[src/rtl/fft_seq_pkg.sv]
// Shared types and constants for the radix-2 FFT stage sequencer.
package fft_seq_pkg;

  typedef enum logic [1:0] {
    ST_IDLE  = 2'd0,
    ST_ISSUE = 2'd1,
    ST_DRAIN = 2'd2,
    ST_DONE  = 2'd3
  } seq_state_t;

  localparam logic [1:0] CTRL_MID   = 2'b00;
  localparam logic [1:0] CTRL_FIRST = 2'b01;
  localparam logic [1:0] CTRL_LAST  = 2'b10;

  function automatic logic [1:0] ctrl_encode(input logic is_first, input logic is_last);
    if (is_first)     return CTRL_FIRST;
    else if (is_last) return CTRL_LAST;
    else              return CTRL_MID;
  endfunction

endpackage

[src/rtl/fft_addr_gen.sv]
// Combinational butterfly address generator: (k, stage) -> even/odd RAM
// addresses and twiddle ROM address for an in-place radix-2 FFT.
module fft_addr_gen #(
  parameter int FFT_N          = 10,
  parameter int STAGE_COUNT_BW = 4
) (
  input  logic [FFT_N-2:0]          k,
  input  logic [STAGE_COUNT_BW-1:0] stage,
  output logic [FFT_N-1:0]          addr_even,
  output logic [FFT_N-1:0]          addr_odd,
  output logic [FFT_N-2:0]          tw
);

  logic [FFT_N-1:0] k_ext;
  logic [FFT_N-1:0] span;
  logic [FFT_N-1:0] pos;
  logic [FFT_N-1:0] grp;

  always_comb begin
    k_ext     = {1'b0, k};
    span      = {{(FFT_N-1){1'b0}}, 1'b1} << stage;
    pos       = k_ext & (span - 1'b1);
    grp       = k_ext >> stage;
    // Each group of span butterflies occupies 2*span words; odd partner sits span above.
    addr_even = ((grp << stage) << 1) | pos;
    addr_odd  = addr_even + span;
    tw        = (FFT_N-1)'(pos << (STAGE_COUNT_BW'(FFT_N-1) - stage));
  end

endmodule

[src/rtl/fft_stage_sequencer.sv]
// Issue-side sequencer for the in-place radix-2 FFT butterfly core.
// Optional drain watchdog enabled by defining FFT_SEQ_TIMEOUT_EN.
module fft_stage_sequencer
  import fft_seq_pkg::*;
#(
  parameter int FFT_N          = 10,
  parameter int STAGE_COUNT_BW = 4,
  parameter int DRAIN_TIMEOUT  = 64
) (
  input  logic                      clk,
  input  logic                      reset,
  input  logic                      start,
  input  logic                      stall,
  output logic                      busy,
  output logic                      done,
  output logic                      err,
  output logic [STAGE_COUNT_BW-1:0] fft_stage,
  output logic                      issue_act,
  output logic [1:0]                issue_ctrl,
  output logic [FFT_N-2:0]          bfly_idx,
  output logic [FFT_N-1:0]          rd_addr_even,
  output logic [FFT_N-1:0]          rd_addr_odd,
  output logic [FFT_N-2:0]          tw_addr,
  input  logic                      wb_act,
  input  logic [1:0]                wb_ctrl
);

  localparam logic [FFT_N-2:0]          K_LAST     = '1;
  localparam logic [FFT_N-1:0]          CNT_FULL   = {1'b1, {(FFT_N-1){1'b0}}};
  localparam logic [STAGE_COUNT_BW-1:0] STAGE_LAST = STAGE_COUNT_BW'(FFT_N-1);

  seq_state_t                state_q, state_d;
  logic [FFT_N-2:0]          k_q, k_d;
  logic [STAGE_COUNT_BW-1:0] stage_q, stage_d;
  logic [FFT_N-1:0]          cnt_q, cnt_d, cnt_inc;
  logic                      wb_counted;
  logic                      drain_timeout;
  logic [FFT_N-1:0]          even_nxt, odd_nxt;
  logic [FFT_N-2:0]          tw_nxt;
  logic                      unused_wb_ctrl;

  assign unused_wb_ctrl = ^wb_ctrl;
  assign wb_counted     = wb_act && (state_q == ST_ISSUE || state_q == ST_DRAIN);
  assign cnt_inc        = cnt_q + {{(FFT_N-1){1'b0}}, wb_counted};
  assign issue_act      = (state_q == ST_ISSUE) && !stall;
  assign busy           = (state_q != ST_IDLE);
  assign done           = (state_q == ST_DONE);
  assign fft_stage      = stage_q;

`ifdef FFT_SEQ_TIMEOUT_EN
  localparam int              TO_W    = $clog2(DRAIN_TIMEOUT + 1);
  localparam logic [TO_W-1:0] TO_LAST = TO_W'(DRAIN_TIMEOUT - 1);

  logic [TO_W-1:0] quiet_q;
  logic            err_q;

  // Cycles spent in DRAIN since the last returned result.
  always_ff @(posedge clk or negedge reset) begin
    if (!reset)                                quiet_q <= '0;
    else if (state_q != ST_DRAIN || wb_act)    quiet_q <= '0;
    else                                       quiet_q <= quiet_q + 1'b1;
  end

  assign drain_timeout = (state_q == ST_DRAIN) && !wb_act && (quiet_q == TO_LAST);

  always_ff @(posedge clk or negedge reset) begin
    if (!reset)                             err_q <= 1'b0;
    else if (state_q == ST_IDLE && start)   err_q <= 1'b0;
    else if (drain_timeout)                 err_q <= 1'b1;
  end

  assign err = err_q;
`else
  localparam int unused_drain_timeout = DRAIN_TIMEOUT;
  assign drain_timeout = 1'b0;
  assign err           = 1'b0;
`endif

  // NOTE: every always_comb target gets a default first, so no path can infer a latch.
  always_comb begin
    state_d = state_q;
    k_d     = k_q;
    stage_d = stage_q;
    cnt_d   = cnt_inc;
    unique case (state_q)
      ST_IDLE: begin
        cnt_d = '0;
        if (start) begin
          state_d = ST_ISSUE;
          k_d     = '0;
          stage_d = '0;
        end
      end
      ST_ISSUE: begin
        if (issue_act) begin
          if (k_q == K_LAST) state_d = ST_DRAIN;
          else               k_d     = k_q + 1'b1;
        end
      end
      ST_DRAIN: begin
        if (cnt_inc == CNT_FULL) begin
          cnt_d = '0;
          k_d   = '0;
          if (stage_q == STAGE_LAST) begin
            state_d = ST_DONE;
          end else begin
            state_d = ST_ISSUE;
            stage_d = stage_q + 1'b1;
          end
        end else if (drain_timeout) begin
          state_d = ST_IDLE;
        end
      end
      ST_DONE: begin
        cnt_d   = '0;
        state_d = ST_IDLE;
      end
      default: state_d = ST_IDLE;
    endcase
  end

  // NOTE: sequential state uses non-blocking assignments so all registers update from pre-edge values.
  always_ff @(posedge clk or negedge reset) begin
    if (!reset) begin
      state_q <= ST_IDLE;
      k_q     <= '0;
      stage_q <= '0;
      cnt_q   <= '0;
    end else begin
      state_q <= state_d;
      k_q     <= k_d;
      stage_q <= stage_d;
      cnt_q   <= cnt_d;
    end
  end

  fft_addr_gen #(
    .FFT_N          (FFT_N),
    .STAGE_COUNT_BW (STAGE_COUNT_BW)
  ) u_addr_gen (
    .k         (k_d),
    .stage     (stage_d),
    .addr_even (even_nxt),
    .addr_odd  (odd_nxt),
    .tw        (tw_nxt)
  );

  // Issue fields are computed from the next pointer so they line up with issue_act.
  always_ff @(posedge clk or negedge reset) begin
    if (!reset) begin
      bfly_idx     <= '0;
      rd_addr_even <= '0;
      rd_addr_odd  <= '0;
      tw_addr      <= '0;
      issue_ctrl   <= CTRL_MID;
    end else if (state_d == ST_ISSUE) begin
      bfly_idx     <= k_d;
      rd_addr_even <= even_nxt;
      rd_addr_odd  <= odd_nxt;
      tw_addr      <= tw_nxt;
      issue_ctrl   <= ctrl_encode(k_d == '0, k_d == K_LAST);
    end else begin
      issue_ctrl   <= CTRL_MID;
    end
  end

endmodule

[config.mk]
export PLATFORM = sky130hd
export DESIGN_NAME = fft_stage_sequencer
export DESIGN_NICKNAME = d
export VERILOG_FILES = /design/src/rtl/fft_seq_pkg.sv /design/src/rtl/fft_addr_gen.sv /design/src/rtl/fft_stage_sequencer.sv
export SDC_FILE = /design/constraint.sdc
export NUM_CORES = 1
export LEC_CHECK = 0
export BUFFER_PORTS_ARGS = -buffer_cell sky130_fd_sc_hd__buf_2
export CAP_MARGIN = 20
export CORE_UTILIZATION = 35
export DETAILED_ROUTE_END_ITERATION = 6
export PLACE_DENSITY = 0.52
export SYNTH_ARGS = -nofsm -noshare
export SYNTH_HDL_FRONTEND = slang
export SYNTH_SLANG_ARGS = --single-unit
[constraint.sdc]
create_clock -name clk -period 5.7 [get_ports clk]
set_input_delay 1.14 -clock clk [delete_from_list [all_inputs] [get_ports clk]]
set_output_delay 1.14 -clock clk [all_outputs]
set_load 0.005 [all_outputs]
* Word level (Yosys, flattened, before mapping) *
Cells that the tools add are included.

cells by class
  $add $sub $neg = 6
  eq/ne operators = 8
  shift-type cells = 4
  multiplexer cells = 20
  bitwise operators = 2
  reduce and logical (&&, ||, !) cells = 8

operators by type and width
  cell                                                                   number
  9-bit 2-to-1 mux                                                       4
  9-bit case mux with 3 select lines                                     1
  10-bit case mux with 2 select lines                                    1
  10-bit by 4-bit << shifter with 9-bit output                           2
  9-bit equality test, second input constant                             2
  2-bit 2-to-1 mux                                                       8
  4-bit 2-to-1 mux                                                       3
  10-bit by 1-bit adder with 10-bit output                               1
  10-bit adder                                                           1
  9-bit by 10-bit bitwise AND with 10-bit output                         1
  10-bit equality test, second input constant                            1
  10-bit 2-to-1 mux                                                      1
  10-bit bitwise OR                                                      1
  1-bit by 4-bit << shifter with 10-bit output, first input constant     1
  9-bit by 4-bit >> shifter with 10-bit output                           1
  10-bit by 1-bit subtractor with 10-bit output, second input constant   1
  9-bit by 1-bit adder with 9-bit output, second input constant          1
  9-bit logical NOT                                                      1
  2-bit case mux with 4 select lines                                     1
  4-bit case mux with 2 select lines                                     1
  4-bit by 1-bit adder with 4-bit output, second input constant          1
  2-bit by 1-bit equality test with 1-bit output, second input constant  2
  2-bit equality test, second input constant                             2
  4-bit equality test, second input constant                             1
  other kinds (7)                                                        8

storage, ports and cells
  flip-flop bits (word level) = 65
  input port bits = 7
  output and inout port bits = 48
  word-level logic and storage cells = 57

* Longest topological paths before layout *
  word-level depth = 12
  gate-level depth with buffers = 31
  depth with buffers taken out = 28

* By module *
A second synthesis with hierarchy kept.

unflattened totals
  cells, all modules = 454
  area total of the unflattened synthesis = 4488.1 um^2

modules (own cells, without submodules)
  module               instances  cells an instance  area each (um^2)  sequential area each (um^2)
  fft_stage_sequencer  1          267                3276.9            1626.6
  fft_addr_gen         1          187                1211.2            0.0

* Worst setup path before layout *
OpenSTA, ideal clock, no wires.

  path type = input -> register
  from = input port wb_act
  to = register rd_addr_odd[9]
  library setup time = 136 ps
  arrival time = 6360 ps
  required time = 5564 ps
  setup slack = -796 ps
  stages = 26
  path buffers = 2
  cell sequence = and2_1 ha_1 ha_1 or4b_4 a2111oi_4 nand4_1 o221a_2 or2_4 inv_2 clkbuf_1 nand3_1 ha_1 buf_1 o21a_1 o31a_1 ha_1 a21o_1 a21oi_1 nor2_1 nor2_1 o21bai_1 a21oi_1 o21bai_1 a21oi_1 xnor2_1 o21ai_0

on the way
  word-level cells in the longest chain between the ends = 10
  elaborated cells on any way between the ends = 17
  those cells by class = 3 x add/sub; 2 x eq/ne; 3 x shift; 6 x mux; 2 x bitwise; 1 x reduce/logical

RTL lines
  item                                            RTL line                    text
  start, declared                                 fft_stage_sequencer.sv:24   input logic wb_act,
  1-bit logical AND *                             fft_stage_sequencer.sv:43   assign wb_counted = wb_act && (state_q == ST_ISSUE || state_q == ST_DRAIN);
  10-bit by 1-bit adder with 10-bit output *      fft_stage_sequencer.sv:44   assign cnt_inc = cnt_q + {{(FFT_N-1){1'b0}}, wb_counted};
  10-bit equality test *                          fft_stage_sequencer.sv:101  if (cnt_inc == CNT_FULL) begin
  4-bit 2-to-1 mux                                fft_stage_sequencer.sv:101
  4-bit case mux with 2 select lines              fft_stage_sequencer.sv:85   unique case (state_q)
  1-bit by 4-bit << shifter with 10-bit output    fft_addr_gen.sv:21          span = {{(FFT_N-1){1'b0}}, 1'b1} << stage;
  10-bit by 1-bit subtractor with 10-bit output   fft_addr_gen.sv:22          pos = k_ext & (span - 1'b1);
  9-bit by 10-bit bitwise AND with 10-bit output  fft_addr_gen.sv:22
  10-bit bitwise OR *                             fft_addr_gen.sv:25          addr_even = ((grp << stage) << 1) | pos;
  via even_nxt[2]                                 fft_stage_sequencer.sv:38   logic [FFT_N-1:0] even_nxt, odd_nxt;
  10-bit adder *                                  fft_addr_gen.sv:26          addr_odd = addr_even + span;
  end signal, assigned                            fft_stage_sequencer.sv:159  rd_addr_odd <= odd_nxt;
  end, declared                                   fft_stage_sequencer.sv:22   output logic [FFT_N-1:0] rd_addr_odd,

Mark *: on every way through the listed nets, which the timed path passes. The rest lies on a longest branch.
A chain may end at the register's enable or synchronous reset.

* Worst setup path after layout *
  from = input port wb_act
  to = register rd_addr_odd[8]

The elaborated chain is that of the path after synthesis.

==> metrics <==
row cnt=39; Die Y=112 um; R2R Setup Slk=between 0.2 and 0.3 ns; crit path from=wb_act; setup violators final=0; Worst Reg-to-Reg Cells=26; Worst Setup End Kind=flop; Synth Area in XOR/XNOR=0.0394; worst setup path endpoint=rd_addr_odd[8]; CP required=5.91 ns; Slew HR=0.440; design area=5650 um^2; Post-Syn Area=around 4200 um^2; io pins=55; CTS Hold Bufs=0; violated checks=design-rule violations; Mapped Cells=roughly 500; routed len/inst=16.2 um; Warnings, synthesis=0; worst vdd ir=158 uV; Max clock buf depth=2; DRC Markers=2; most common cell after layout, fill and taps aside=buf_4; H-tree depth=3; post-synthesis compound-gate area fraction=0.226; # Max-Cap Violations=0; fin cells=763; Synth area leader=dfrtp_1; crit start category=input pin; drt first pass iters=7; GPL Wtd Cong=0.860; fin util=0.486; Worst EP arrival=5.73 ns; Port Buf Inserts=51; sequential element share of the synthesized area=0.385; Synth cell types=between 70 and 80; multiplexer share of the synthesized area=0.0314; number of flops mapped to enable cells by yosys=0; clk slew on worst S/H paths=~0.060 ns; worst reg2reg startpoint=state_q[0]; capturing point of the worst reg2reg path=rd_addr_odd[8]; simple logic cell fraction of the synthesized area=0.202; total vias in the final route=4168; root buf cell=clkbuf_16; Final Skew=0.00648 ns; CP max FO=6; Worst Setup Path Type=in2reg; drt initial violations=208; vias per inst=about 5.5; class of the worst hold path=reg2reg; Synth top area share=0.385; fin nets=~640; vias in the first global route=4011; Post-DP Area=5240 um^2; final wirelength=12300 um; CTS tree=done; Yosys reg bits=65; worst-skew pair later-pin latency=about 0.34 ns; area of the multi-input gates=2490 um^2; Max Transition Viols Final=0; Worst-Margin Slew=0.839 ns; pwr/cell area=325 nW/um^2; largest cells by area after synthesis=dfrtp_1 38%, nand2_1 6.0%, ha_1 5.6%; largest family of logic cells by synthesized area=compound AO/OA/AOI/OAI gates; Final ANT Viol Nets=0; Async S/R FF share, synth=1.00; Tcrit/Tclk final=0.969; Tmin final=5.52 ns; status=complete, but fails checks; global-route wire length before repair=between 20000 and 25000 um; die area=12500 um^2; unrepaired setup endpoints after global routing=true; endpoints failing hold=0; CTS buffer count=9; fillers=around 1100; Die Wd=112 um; layout cell share with drive strength beyond 1=0.313; ant diodes=0; # placed instances=741; initial core utilization=0.364; most frequent cells in the layout=87 x buf_4, 66 x nand2_1, 65 x dfrtp_1; global route overflow=0; Synth Area in Adders=0.0610; largest net degree at the start of global routing=66; GRT Overall Usage=0.207; Max Fclk=roughly 180 MHz; dpl hpwl=9250 um; Lkg Pwr=2.69 nW; Core Box Area=11600 um^2; top_reg_cell synth=dfrtp_1; Post-Synthesis Mean Instance Area=8.63 um^2; initial antenna violation count=0; FF+latch area=1630 um^2; CTS Sinks=65; synthesis-to-finish area growth=33.7%
report_power, final:
group          internal, W  switching (W)
Clock             0.000407       0.000208
Sequential        0.000555      0.0000933
Combinational     0.000283       0.000293
layout make-up:
class,instances,share of cell area
repair buffers,138,0.161
inverters,29,0.0197
flip-flops and latches,65,0.288
clock buffers,12,0.0454
multi-input cells,372,0.441
clock inverters,4,0.0133
well taps,143,0.0317
cell families after synthesis:
| logic type | Yosys count |
|---|---|
| muxes | 12 |
| other | 1 |
| buffers and inverters | 54 |
| adders and majority gates | 20 |
| xor gates and xnor gates | 19 |
| AOI/OAI and AO/OA | 135 |
| DFF | 65 |
| and+or+nand+nor | 184 |
synth_stat cells, drive strengths merged (3+ instances only):
| master | instances |
|---|---|
| mux2 | 7 |
| buf | 15 |
| a211oi | 3 |
| dfrtp | 65 |
| a31oi | 10 |
| or4 | 3 |
| nor2 | 44 |
| a22o | 3 |
| mux2i | 5 |
| clkbuf | 10 |
| inv | 29 |
| a32o | 3 |
| nand2 | 67 |
| nor3 | 20 |
| o31ai | 7 |
| o21bai | 4 |
| xnor2 | 14 |
| nand2b | 4 |
| a21oi | 20 |
| o21ai | 36 |
| and3 | 4 |
| nor4 | 3 |
| nand3 | 16 |
| xor2 | 5 |
| o211ai | 7 |
| o21a | 3 |
| nand4 | 11 |
| a41oi | 3 |
| o22ai | 6 |
| ha | 19 |
per-layer routing:
layer,wire length [um],GRT usage
met1,6010,0.283
met2,5530,0.315
met3,529,0.0425
met4,282,0.0901
met5,0,0
worst max-delay path: stages:
cell,delay (ns)
buf_2,0.10
and2_4,0.13
ha_4,0.16
ha_4,0.24
or4b_4,0.50
a2111oi_4,0.38
nand4_1,0.21
o221a_2,0.29
or2_4,0.28
nor2_4,0.12
nand2_2,0.08
ha_4,0.17
xnor2_1,0.13
o22ai_1,0.15
o31a_1,0.24
ha_4,0.23
buf_4,0.13
a21o_1,0.18
a21oi_2,0.14
o21bai_1,0.09
a21oi_2,0.17
o21bai_1,0.09
a21oi_2,0.14
xor2_1,0.16
o21ai_1,0.07
flip-flops by register name (all words and copies together) (netlist names):
register	flops
tw_addr	9
bfly_idx	9
k_q	9
fft_stage	4
rd_addr_even	10
state_q	2
issue_ctrl	2
rd_addr_odd	10
cnt_q	10
through the flow:
stage               setup TNS [ns]  hold slack (ns)  total power, W  worst slack (ns)
finish                           0            0.475         0.00184             0.177
global route               -0.0266            0.497         0.00194           -0.0266
CTS                              0            0.479         0.00185             0.174
detailed placement          -0.265            0.458         0.00123            -0.141
global placement            -0.213            0.451         0.00122            -0.115
floorplan                   -0.162            0.463        0.000956            -0.162
worst min path at each step:
stage	start	to	slack, ns	depth (start not counted)
global placement	rd_addr_even[0]	rd_addr_even[0]	0.45	2
finish	bfly_idx[6]	bfly_idx[6]	0.48	2
floorplan	rd_addr_even[0]	rd_addr_even[0]	0.46	2
global route	rd_addr_odd[5]	rd_addr_odd[5]	0.50	2
detailed placement	rd_addr_odd[1]	rd_addr_odd[1]	0.46	2
CTS	rd_addr_odd[1]	rd_addr_odd[1]	0.48	2
timing repair:
action / CTS / global route
buffers inserted: 0 / 6
resized for setup: 0 / 8
endpoints found under the setup margin: 0 / 2
endpoints found under the hold margin: 0 / 0
Power figures use the tool's default switching activity.
